$ cat src/rtl/display_if.sv
// Bus-side signal bundle for the seven-segment display driver.
// The CPU side uses master; the driver itself uses slave.
interface display_if #(
    parameter int DATA_WIDTH = 8,
    parameter int NUM_DIGITS = 4
);
    logic                  enable;
    logic [DATA_WIDTH-1:0] bus;
    logic                  signed_mode;
    logic                  blank;
    logic [NUM_DIGITS-1:0] dp_mask;
    logic                  busy;
    logic                  overflow;
    logic [7:0]            segments;
    logic [NUM_DIGITS-1:0] digit;

    modport master (
        output enable, bus, signed_mode, blank, dp_mask,
        input  busy, overflow, segments, digit
    );

    modport slave (
        input  enable, bus, signed_mode, blank, dp_mask,
        output busy, overflow, segments, digit
    );
endinterface

$ cat src/rtl/display_driver.sv
// Multiplexed seven-segment driver: sequential binary-to-BCD conversion,
// atomic commit to a display buffer, and continuous digit scanning.
module display_driver #(
    parameter int DATA_WIDTH   = 8,
    parameter int NUM_DIGITS   = 4,
    parameter int REFRESH_DIV  = 1,
    parameter int COMMON_ANODE = 0
) (
    input logic      sys_clk,
    input logic      rst,
    display_if.slave disp
);
    function automatic int bcd_digits_for(input int w);
        int v;
        int n;
        v = (1 << w) - 1;
        n = 0;
        do begin
            n++;
            v = v / 10;
        end while (v > 0);
        return n;
    endfunction

    function automatic logic [7:0] seg_encode(input logic [3:0] d);
        case (d)
            4'd0:    seg_encode = 8'h3F;
            4'd1:    seg_encode = 8'h06;
            4'd2:    seg_encode = 8'h5B;
            4'd3:    seg_encode = 8'h4F;
            4'd4:    seg_encode = 8'h66;
            4'd5:    seg_encode = 8'h6D;
            4'd6:    seg_encode = 8'h7D;
            4'd7:    seg_encode = 8'h07;
            4'd8:    seg_encode = 8'h7F;
            4'd9:    seg_encode = 8'h6F;
            default: seg_encode = 8'h00;
        endcase
    endfunction

    localparam int BCD_DIGITS = bcd_digits_for(DATA_WIDTH);
    localparam int BCD_W      = 4 * BCD_DIGITS;
    localparam int PAD_DIGITS = (NUM_DIGITS > BCD_DIGITS) ? NUM_DIGITS : BCD_DIGITS;
    localparam int PAD_W      = 4 * PAD_DIGITS;
    localparam int IDX_W      = $clog2(NUM_DIGITS);
    localparam int CNT_W      = (REFRESH_DIV > 1) ? $clog2(REFRESH_DIV) : 1;
    localparam int ITER_W     = $clog2(DATA_WIDTH + 1);
    localparam logic [NUM_DIGITS-1:0] DIGIT_INV = {NUM_DIGITS{COMMON_ANODE != 0}};
    localparam logic [7:0]            SEG_INV   = {8{COMMON_ANODE != 0}};

    typedef enum logic [1:0] {IDLE, CONVERT, COMMIT} state_t;

    state_t                state_reg, state_next;
    logic [DATA_WIDTH-1:0] mag_reg, capture_mag;
    logic [BCD_W-1:0]      bcd_reg, bcd_adj, bcd_shift;
    logic [PAD_W-1:0]      bcd_pad;
    logic [ITER_W-1:0]     iter_reg;
    logic                  neg_reg, blank_reg, capture_neg;
    logic                  overflow_reg, commit_ovf;
    logic [7:0]            buffer_reg [NUM_DIGITS];
    logic [7:0]            commit_buf [NUM_DIGITS];
    int                    sig_digits, minus_pos;
    logic [CNT_W-1:0]      cnt_reg, cnt_next;
    logic [IDX_W-1:0]      idx_reg, idx_next;
    logic [NUM_DIGITS-1:0] digit_reg, digit_next;
    logic [7:0]            seg_reg, seg_next;

    // A new load strobe always wins, even mid-conversion or in COMMIT.
    always_ff @(posedge sys_clk or posedge rst) begin
        if (rst) state_reg <= IDLE;
        else     state_reg <= state_next;
    end

    always_comb begin
        state_next = state_reg;
        if (disp.enable) begin
            state_next = CONVERT;
        end else begin
            case (state_reg)
                CONVERT: if (iter_reg == ITER_W'(DATA_WIDTH - 1)) state_next = COMMIT;
                COMMIT:  state_next = IDLE;
                default: state_next = state_reg;
            endcase
        end
    end

    assign capture_neg = disp.signed_mode & disp.bus[DATA_WIDTH-1];
    assign capture_mag = capture_neg ? (~disp.bus) + DATA_WIDTH'(1) : disp.bus;

    // Double-dabble: correct every nibble >= 5, then shift in the next magnitude bit.
    genvar gi;
    generate
        for (gi = 0; gi < BCD_DIGITS; gi++) begin : g_adj
            assign bcd_adj[4*gi +: 4] = (bcd_reg[4*gi +: 4] >= 4'd5)
                                      ? bcd_reg[4*gi +: 4] + 4'd3
                                      : bcd_reg[4*gi +: 4];
        end
    endgenerate
    assign bcd_shift = BCD_W'({bcd_adj, mag_reg[DATA_WIDTH-1]});
    assign bcd_pad   = PAD_W'(bcd_reg);

    always_ff @(posedge sys_clk or posedge rst) begin
        if (rst) begin
            mag_reg   <= '0;
            bcd_reg   <= '0;
            iter_reg  <= '0;
            neg_reg   <= 1'b0;
            blank_reg <= 1'b0;
        end else if (disp.enable) begin
            mag_reg   <= capture_mag;
            bcd_reg   <= '0;
            iter_reg  <= '0;
            neg_reg   <= capture_neg;
            blank_reg <= disp.blank;
        end else if (state_reg == CONVERT) begin
            mag_reg  <= mag_reg << 1;
            bcd_reg  <= bcd_shift;
            iter_reg <= iter_reg + ITER_W'(1);
        end
    end

    always_comb begin
        sig_digits = 1;
        for (int i = 0; i < BCD_DIGITS; i++)
            if (bcd_pad[4*i +: 4] != 4'd0) sig_digits = i + 1;
        commit_ovf = (sig_digits > NUM_DIGITS) || (neg_reg && (sig_digits + 1 > NUM_DIGITS));
        minus_pos  = blank_reg ? sig_digits : NUM_DIGITS - 1;
        for (int i = 0; i < NUM_DIGITS; i++) begin
            if (commit_ovf)                      commit_buf[i] = 8'h40;
            else if (neg_reg && i == minus_pos)  commit_buf[i] = 8'h40;
            else if (i < sig_digits)             commit_buf[i] = seg_encode(bcd_pad[4*i +: 4]);
            else                                 commit_buf[i] = blank_reg ? 8'h00 : 8'h3F;
        end
    end

    always_ff @(posedge sys_clk or posedge rst) begin
        if (rst) begin
            overflow_reg <= 1'b0;
            for (int i = 0; i < NUM_DIGITS; i++) buffer_reg[i] <= 8'h3F;
        end else if (state_reg == COMMIT && !disp.enable) begin
            overflow_reg <= commit_ovf;
            for (int i = 0; i < NUM_DIGITS; i++) buffer_reg[i] <= commit_buf[i];
        end
    end

    // Digit select and segments are both derived from idx_next so they stay aligned.
    always_comb begin
        cnt_next = cnt_reg + CNT_W'(1);
        idx_next = idx_reg;
        if (cnt_reg == CNT_W'(REFRESH_DIV - 1)) begin
            cnt_next = '0;
            idx_next = (idx_reg == IDX_W'(NUM_DIGITS - 1)) ? '0 : idx_reg + IDX_W'(1);
        end
        seg_next = buffer_reg[idx_next] | (disp.dp_mask[idx_next] ? 8'h80 : 8'h00);
    end

    generate
        for (gi = 0; gi < NUM_DIGITS; gi++) begin : g_sel
            assign digit_next[gi] = (idx_next == IDX_W'(gi));
        end
    endgenerate

    always_ff @(posedge sys_clk or posedge rst) begin
        if (rst) begin
            cnt_reg   <= '0;
            idx_reg   <= '0;
            digit_reg <= DIGIT_INV ^ NUM_DIGITS'(1);
            seg_reg   <= SEG_INV ^ 8'h3F;
        end else begin
            cnt_reg   <= cnt_next;
            idx_reg   <= idx_next;
            digit_reg <= DIGIT_INV ^ digit_next;
            seg_reg   <= SEG_INV ^ seg_next;
        end
    end

    assign disp.busy     = (state_reg != IDLE);
    assign disp.overflow = overflow_reg;
    assign disp.segments = seg_reg;
    assign disp.digit    = digit_reg;
endmodule

$ cat src/flat_wrapper.sv
// flat-port wrapper written by rule: the top's interface ports become plain ports
module display_driver_flat 
#(
    parameter int DATA_WIDTH   = 8,
    parameter int NUM_DIGITS   = 4,
    parameter int REFRESH_DIV  = 1,
    parameter int COMMON_ANODE = 0
)
  (sys_clk, rst, disp_enable, disp_bus, disp_signed_mode, disp_blank, disp_dp_mask, disp_busy, disp_overflow, disp_segments, disp_digit);
  display_if #(.DATA_WIDTH(DATA_WIDTH), .NUM_DIGITS(NUM_DIGITS)) disp_i ();
  input logic sys_clk;
  input logic rst;
  input wire logic [$bits(disp_i.enable)-1:0] disp_enable;
  input wire logic [$bits(disp_i.bus)-1:0] disp_bus;
  input wire logic [$bits(disp_i.signed_mode)-1:0] disp_signed_mode;
  input wire logic [$bits(disp_i.blank)-1:0] disp_blank;
  input wire logic [$bits(disp_i.dp_mask)-1:0] disp_dp_mask;
  output wire logic [$bits(disp_i.busy)-1:0] disp_busy;
  output wire logic [$bits(disp_i.overflow)-1:0] disp_overflow;
  output wire logic [$bits(disp_i.segments)-1:0] disp_segments;
  output wire logic [$bits(disp_i.digit)-1:0] disp_digit;
  assign disp_i.enable = disp_enable;
  assign disp_i.bus = disp_bus;
  assign disp_i.signed_mode = disp_signed_mode;
  assign disp_i.blank = disp_blank;
  assign disp_i.dp_mask = disp_dp_mask;
  assign disp_busy = disp_i.busy;
  assign disp_overflow = disp_i.overflow;
  assign disp_segments = disp_i.segments;
  assign disp_digit = disp_i.digit;
  display_driver #(.DATA_WIDTH(DATA_WIDTH), .NUM_DIGITS(NUM_DIGITS), .REFRESH_DIV(REFRESH_DIV), .COMMON_ANODE(COMMON_ANODE)) u_core (.sys_clk(sys_clk), .rst(rst), .disp(disp_i));
endmodule
$ cat config.mk
export PLATFORM = sky130hd
export DESIGN_NAME = display_driver_flat
export DESIGN_NICKNAME = d
export VERILOG_FILES = /design/src/rtl/display_if.sv /design/src/rtl/display_driver.sv /design/src/flat_wrapper.sv
export SDC_FILE = /design/constraint.sdc
export NUM_CORES = 1
export LEC_CHECK = 0
export BUFFER_PORTS_ARGS = -buffer_cell sky130_fd_sc_hd__buf_4
export CORE_ASPECT_RATIO = 1.2
export CORE_MARGIN = 10
export CORE_UTILIZATION = 58
export CTS_BUF_LIST = sky130_fd_sc_hd__clkbuf_16
export DETAILED_ROUTE_END_ITERATION = 10
export GPL_ROUTABILITY_DRIVEN = 0
export HOLD_SLACK_MARGIN = 0.06
export MAX_ROUTING_LAYER = met4
export PLACE_DENSITY = 0.82
export SLEW_MARGIN = 20
export SYNTH_ARGS = -nofsm -noshare
export SYNTH_HDL_FRONTEND = slang
export SYNTH_SLANG_ARGS = --single-unit
$ cat constraint.sdc
create_clock -name sys_clk -period 5.4 [get_ports sys_clk]
set_clock_uncertainty 0.2 [all_clocks]
set_input_delay 0.54 -clock sys_clk [delete_from_list [all_inputs] [get_ports sys_clk]]
set_output_delay 0.54 -clock sys_clk [all_outputs]
set_load 0.01 [all_outputs]
==> Word level (Yosys, flattened, before mapping) <==
Memory sizes are Yosys's and may differ from the RTL's. A register that Yosys moved wholly into a read port is not among the register bits.
Index checks and enable logic that the tools add are counted.
{ "totals": {"n_memories": 4, "output_inout_bits": 14, "rom_bits": 448, "input_bits": 17, "reg_bits": 76} }
{ "mem_list": {"columns": ["memory", "words", "word_bits", "rd", "rd_clocked_by_memory_dff", "wr", "line", "rtl"], "rows": [
  ["(no name shown)", 16, 7, 1, 1, 0, "display_driver.sv:26", "case (d)"],
  ["(no name shown)", 16, 7, 1, 0, 0, "display_driver.sv:26", null],
  ["(no name shown)", 16, 7, 1, 0, 0, "display_driver.sv:26", null],
  ["(no name shown)", 16, 7, 1, 0, 0, "display_driver.sv:26", null]
]} }
{ "classes": {"n_eq_ne": 11, "muxes": 38, "bitwise_logic": 4, "n_lt_le_gt_ge": 11, "reduce_logical": 16, "add_sub_neg": 8} }
{ "ops": {"columns": ["cell", "n"], "rows": [
  ["two-way mux 8 bit", 18],
  ["equality test 3 x 32 -> 1 bit (first input constant)", 2],
  ["equality test 2 x 32 -> 1 bit (first input constant)", 1],
  ["> comparator 32 x 4 -> 1 bit (second input constant)", 1],
  ["zero test 32 bit", 1],
  ["two-way mux 12 bit", 2],
  ["binary-select mux 8 bit (select 2 bit)", 1],
  ["two-way mux 4 bit", 4],
  ["two-way mux 2 bit", 7],
  ["greater-or-equal comparator 4 x 3 -> 1 bit (second input constant)", 3],
  ["adder 4 x 2 -> 4 bit (second input constant)", 2],
  ["adder 8 x 1 -> 8 bit (second input constant)", 1],
  ["equality test 2 bit (second input constant)", 4],
  ["inverter 8 bit", 1],
  ["bitwise OR 8 bit", 1],
  ["nonzero test 4 bit", 2],
  ["logical AND 1 bit", 6],
  ["two-way mux 6 bit", 1],
  ["adder 4 x 1 -> 4 bit (second input constant)", 1],
  ["equality test 2 x 1 -> 1 bit (second input constant)", 2],
  ["equality test 4 x 3 -> 1 bit (second input constant)", 1],
  ["< comparator 1 x 2 -> 1 bit (first input constant)", 2],
  ["< comparator 2 bit (first input constant)", 2],
  ["one-hot mux 2 bit (2 select lines)", 1],
  ["other kinds (19)", 21]
]} }

==> Longest topological paths before layout <==
{ "depth": {"ltp_word": 8, "mapped_depth": 7, "ltp_nobuf": 6} }

==> Least setup slack after synthesis <==
Ideal clock, no wire load.
{ "synth_timing": {"kind": "register to register", "startpoint": "register u_core.bcd_reg[9]", "endpoint": "register u_core.buffer_reg[17] in the netlist's numbering", "stages_incl_launch_ff": 8, "synth_period_minus_slack_ns": 1.945, "path_slack_ns": 3.455, "t_arrival_ns": 1.666, "required_time_ns": 5.121, "n_path_buf": 1, "setup_ns": 0.079, "path_cell_list": "dfrtp_1 > inv_1 > ha_1 > buf_2 > nand4bb_1 > nor3_1 > nor3_2 > a22o_1"} }
{ "synth_between": {"elab_chain_len": 7, "word_cells_on_any_way": 14} }
{ "synth_rtl": {"columns": ["element", "line", "rtl"], "rows": [
  ["start: declaration", "display_driver.sv:55", "logic [BCD_W-1:0] bcd_reg, bcd_adj, bcd_shift;"],
  ["start signal: assignment", "display_driver.sv:117", "bcd_reg <= bcd_shift;"],
  ["nonzero test 4 bit (*)", "display_driver.sv:125", "if (bcd_pad[4*i +: 4] != 4'd0) sig_digits = i + 1;"],
  ["two-way mux 2 bit (*)", "display_driver.sv:125", null],
  ["adder 2 x 1 -> 3 bit / two-way mux 2 bit (equally long branches)", "display_driver.sv:126, display_driver.sv:127", null],
  ["> comparator 32 x 4 -> 1 bit / equality test 2 x 32 -> 1 bit (equally long branches)", "display_driver.sv:126, display_driver.sv:130", null],
  ["logical AND 1 bit (on tied branches)", "display_driver.sv:126, display_driver.sv:130", null],
  ["logical OR 1 bit / two-way mux 8 bit (equally long branches)", "display_driver.sv:126, display_driver.sv:130", null],
  ["two-way mux 8 bit (*)", "display_driver.sv:129", "if (commit_ovf) commit_buf[i] = 8'h40;"],
  ["end: declaration", "display_driver.sv:60", "logic [7:0] buffer_reg [NUM_DIGITS];"]
]} }
Every way passes the cells marked *; elsewhere a longest branch is shown, timed or not.
A chain may end at the register's enable or synchronous reset.

==> Worst setup path in the final report <==
Same ends and word-level chain as after synthesis.

==> impl_metrics.csv <==
group,metric,value,unit
clock_tree,clock_latency,0.33,ns
yosys,synth.most_common_cell,"dfrtp_1",
yosys,avgSynthCellArea,10.3,um2
critical_path,crit_family,"simple AND/OR/NAND/NOR gates",
yosys,syn_inst,358,
clock_tree,cts_tree,"built",
timing,tightest_slew,0.920,ns
placed_design,dp_hpwl,5.42,mm
clock_tree,cts-root-buf,"clkbuf_16",
grt,grt_pass1_vias,2708,
timing,tns,0,ns
critical_path,cp.arrival,2.29,ns
final_layout,finalNetCount,421,
clock_tree,cts_setup_buffers,0,
critical_path,cp.required,5.45,ns
status,outcome,"finished clean",
floorplan,dieArea,9970,um2
final_layout,diodes,0,
yosys,synthAdderAreaFrac,8.47,%
yosys,synth_enable_flop_cells,0,
timing,fin_crit_sh,41.3,%
power_and_ir_drop,peakVddDrop,0.229,mV
timing,max_freq,448,MHz
floorplan,ios,31,
yosys,synth_commonest_cells,"40 x dfrtp_1, 32 x nand2_1, 27 x a21oi_1",
clock_tree,numCtsBuffers,9,
timing,setup_viol,0,
power_and_ir_drop,p_total,1.19,mW
grt,antenna_found_initial,0,
critical_path,cp_cell_sequence,"inv_1, ha_1, nand4bb_1, nor3_1, nor3_2, a22o_1",
yosys,ys_types,50,
grt,overflow,0,
floorplan,start_util,60.2,%
yosys,netlist_area,3690,um2
critical_path,reg2reg_slack,3.17,ns
routing,antenna_left,0,
routing,routedWlPerCell,16.3,um
critical_path,critPathLaunch,"u_core.bcd_reg[9]$_DFFE_PP0P_",
clock_tree,htreeDepth,3,
critical_path,critPathCapture,"u_core.buffer_reg[17]$_DFFE_PP1P_",
routing,drc,0,
yosys,synth_seq_area_share,45.6,%
timing,drv_slew,0,
yosys,ys_ff_latch,66,
critical_path,crit_path_max_incr_delay,0.43,ns
final_layout,drive_gt1_share,23.2,%
clock_tree,cts_sinks,66,
yosys,ys.flop_type,"dfrtp_1",
timing,finalCriticalPeriod,2.23,ns
timing,rsz0062_at_grt,"no",
power_and_ir_drop,power.density,282,nW/um2
critical_path,r2r_end,"u_core.buffer_reg[17]$_DFFE_PP1P_",
timing,hold_slack,0.257,ns
final_layout,stdcell_count,466,
clock_tree,ctsResizeCount,0,
critical_path,r2r_start,"u_core.bcd_reg[9]$_DFFE_PP0P_",
grt,grt_use_total,16.6,%
placed_design,place_area,3940,um2
floorplan,num_rows,31,
grt,grt_max_degree,67,
floorplan,dieWidth,92.8,um
worst_hold_path,hold_path.class,"in -> async",
placed_design,io_buffers,30,
critical_path,crit_path_end_kind,"flip-flop",
final_layout,area_growth,14.2,%
clock_tree,postCtsHoldBufs,0,
floorplan,coreArea,6130,um2
yosys,synth_top_area_share,27.1,%
yosys,synth_mux_area_share,7.15,%
yosys,synthSimpleGateAreaFrac,14.6,%
routing,first_pass_iters,6,
yosys,synth-compound-area-share,17.1,%
critical_path,worstSetupPathType,"reg -> reg",
critical_path,reg2reg_depth,6,
yosys,ys_async_sr_fraction,100,%
flow_run,cap_violations,0,
routing,drtIter0Drc,193,
final_layout,utilization,68.8,%
timing,worst_slack,3.17,ns
critical_path,worstPathMaxFanout,10,
placed_design,dp_worst_setup_slack,2.92,ns
yosys,synth_largest_area_cell,"dfrtp_1",
critical_path,start_kind,"flip-flop",
final_layout,nFillCells,469,
timing,hold_viol_final,0,
clock_tree,path_clk_slew,0.05,ns
yosys,yosys-top-cells-area,"dfrtp_1 27%, dfstp_2 19%, ha_1 8.5%, mux4_2 4.9%, a21oi_1 3.7%",
final_layout,largest_reg_flops,23,
final_layout,finalInstanceArea,4220,um2
critical_path,path_buf_inv,1,
timing,maxSlewHeadroom,38.4,%
routing,wirelength,7.61,mm
yosys,syn_nets,400,
yosys,synth.yosys.warnings,0,
placed_design,post-place-cells,450,
routing,viasPerCell,5.94,
routing,vias,2768,
critical_path,cp_slowest_cell,"dfrtp_1",
grt,grt_pass1_wl,13.0,mm
yosys,synth_top_family_by_area,"compound AO/OA/AOI/OAI gates",
critical_path,path_depth,6,
yosys,synthXorXnorAreaFrac,2.61,%
power_and_ir_drop,p_leak,1.78,nW
floorplan,die_h,107,um
clock_tree,clockBufferDepth,2,
## cell families after synthesis
family                     after synthesis
and+or+nand+nor                        104
AOI/OAI and AO/OA                       96
DFF                                     66
buffers and inverters                   40
adders and majority gates               25
muxes                                   16
xor gates and xnor gates                11
## how the worst min path moves through the flow
| stage | end | slack (ns) | cells past startpoint |
|---|---|---|---|
| after floorplan | u_core.buffer_reg[25]$_DFFE_PP1P_ | 0.23 | 2 |
| after global placement | u_core.buffer_reg[25]$_DFFE_PP1P_ | 0.25 | 2 |
| after detailed placement | u_core.buffer_reg[25]$_DFFE_PP1P_ | 0.27 | 2 |
| final | u_core.disp.segments[7]$_DFF_PP0_ | 0.26 | 3 |
| after global routing | u_core.blank_reg$_DFFE_PP0P_ | 0.26 | 2 |
| after CTS | u_core.mag_reg[0]$_DFFE_PP0P_ | 0.25 | 3 |
## power by group
| group | switching (mW) | internal, mW |
|---|---|---|
| Sequential | 0.0262 | 0.515 |
| Combinational | 0.0727 | 0.0523 |
| Clock | 0.193 | 0.329 |
## cell usage in the layout, fill, tap and decap left out, types with 9 or more instances in the layout
cell	count
buf_4	32
inv_1	18
ha_1	25
xnor2_1	10
clkbuf_16	10
nand2b_1	9
and2_1	9
dfrtp_1	40
nor2_1	19
o21ai_0	20
nand2_1	32
a21oi_1	27
dfstp_2	26
## worst reg2reg max path, delay by kind of cell, from the launching register on
family / cells / cell delay [ns]
DFF: 1 / 0.43
AOI/OAI and AO/OA: 1 / 0.23
and+or+nand+nor: 3 / 0.77
buffers and inverters: 1 / 0.17
adders and majority gates: 1 / 0.36
## layout make-up
cell class	count	area, um2	area share [%]
clock buffers	10	250	5.94
clock inverters	6	25.0	0.594
inverters	18	67.6	1.60
multi-input cells	252	1850	43.8
flip-flops and latches	66	1680	40.0
well taps	82	103	2.43
repair buffers	32	240	5.70
## per-layer routing
| metal | part of all wire, % | track usage, % |
|---|---|---|
| met1 | 43 | 18.8 |
| met2 | 50 | 26.7 |
| met3 | 5.4 | 5.02 |
| met4 | 2.0 | 6.62 |
| met5 | 0 | - |
No activity file was read; power rests on OpenSTA's default activity.
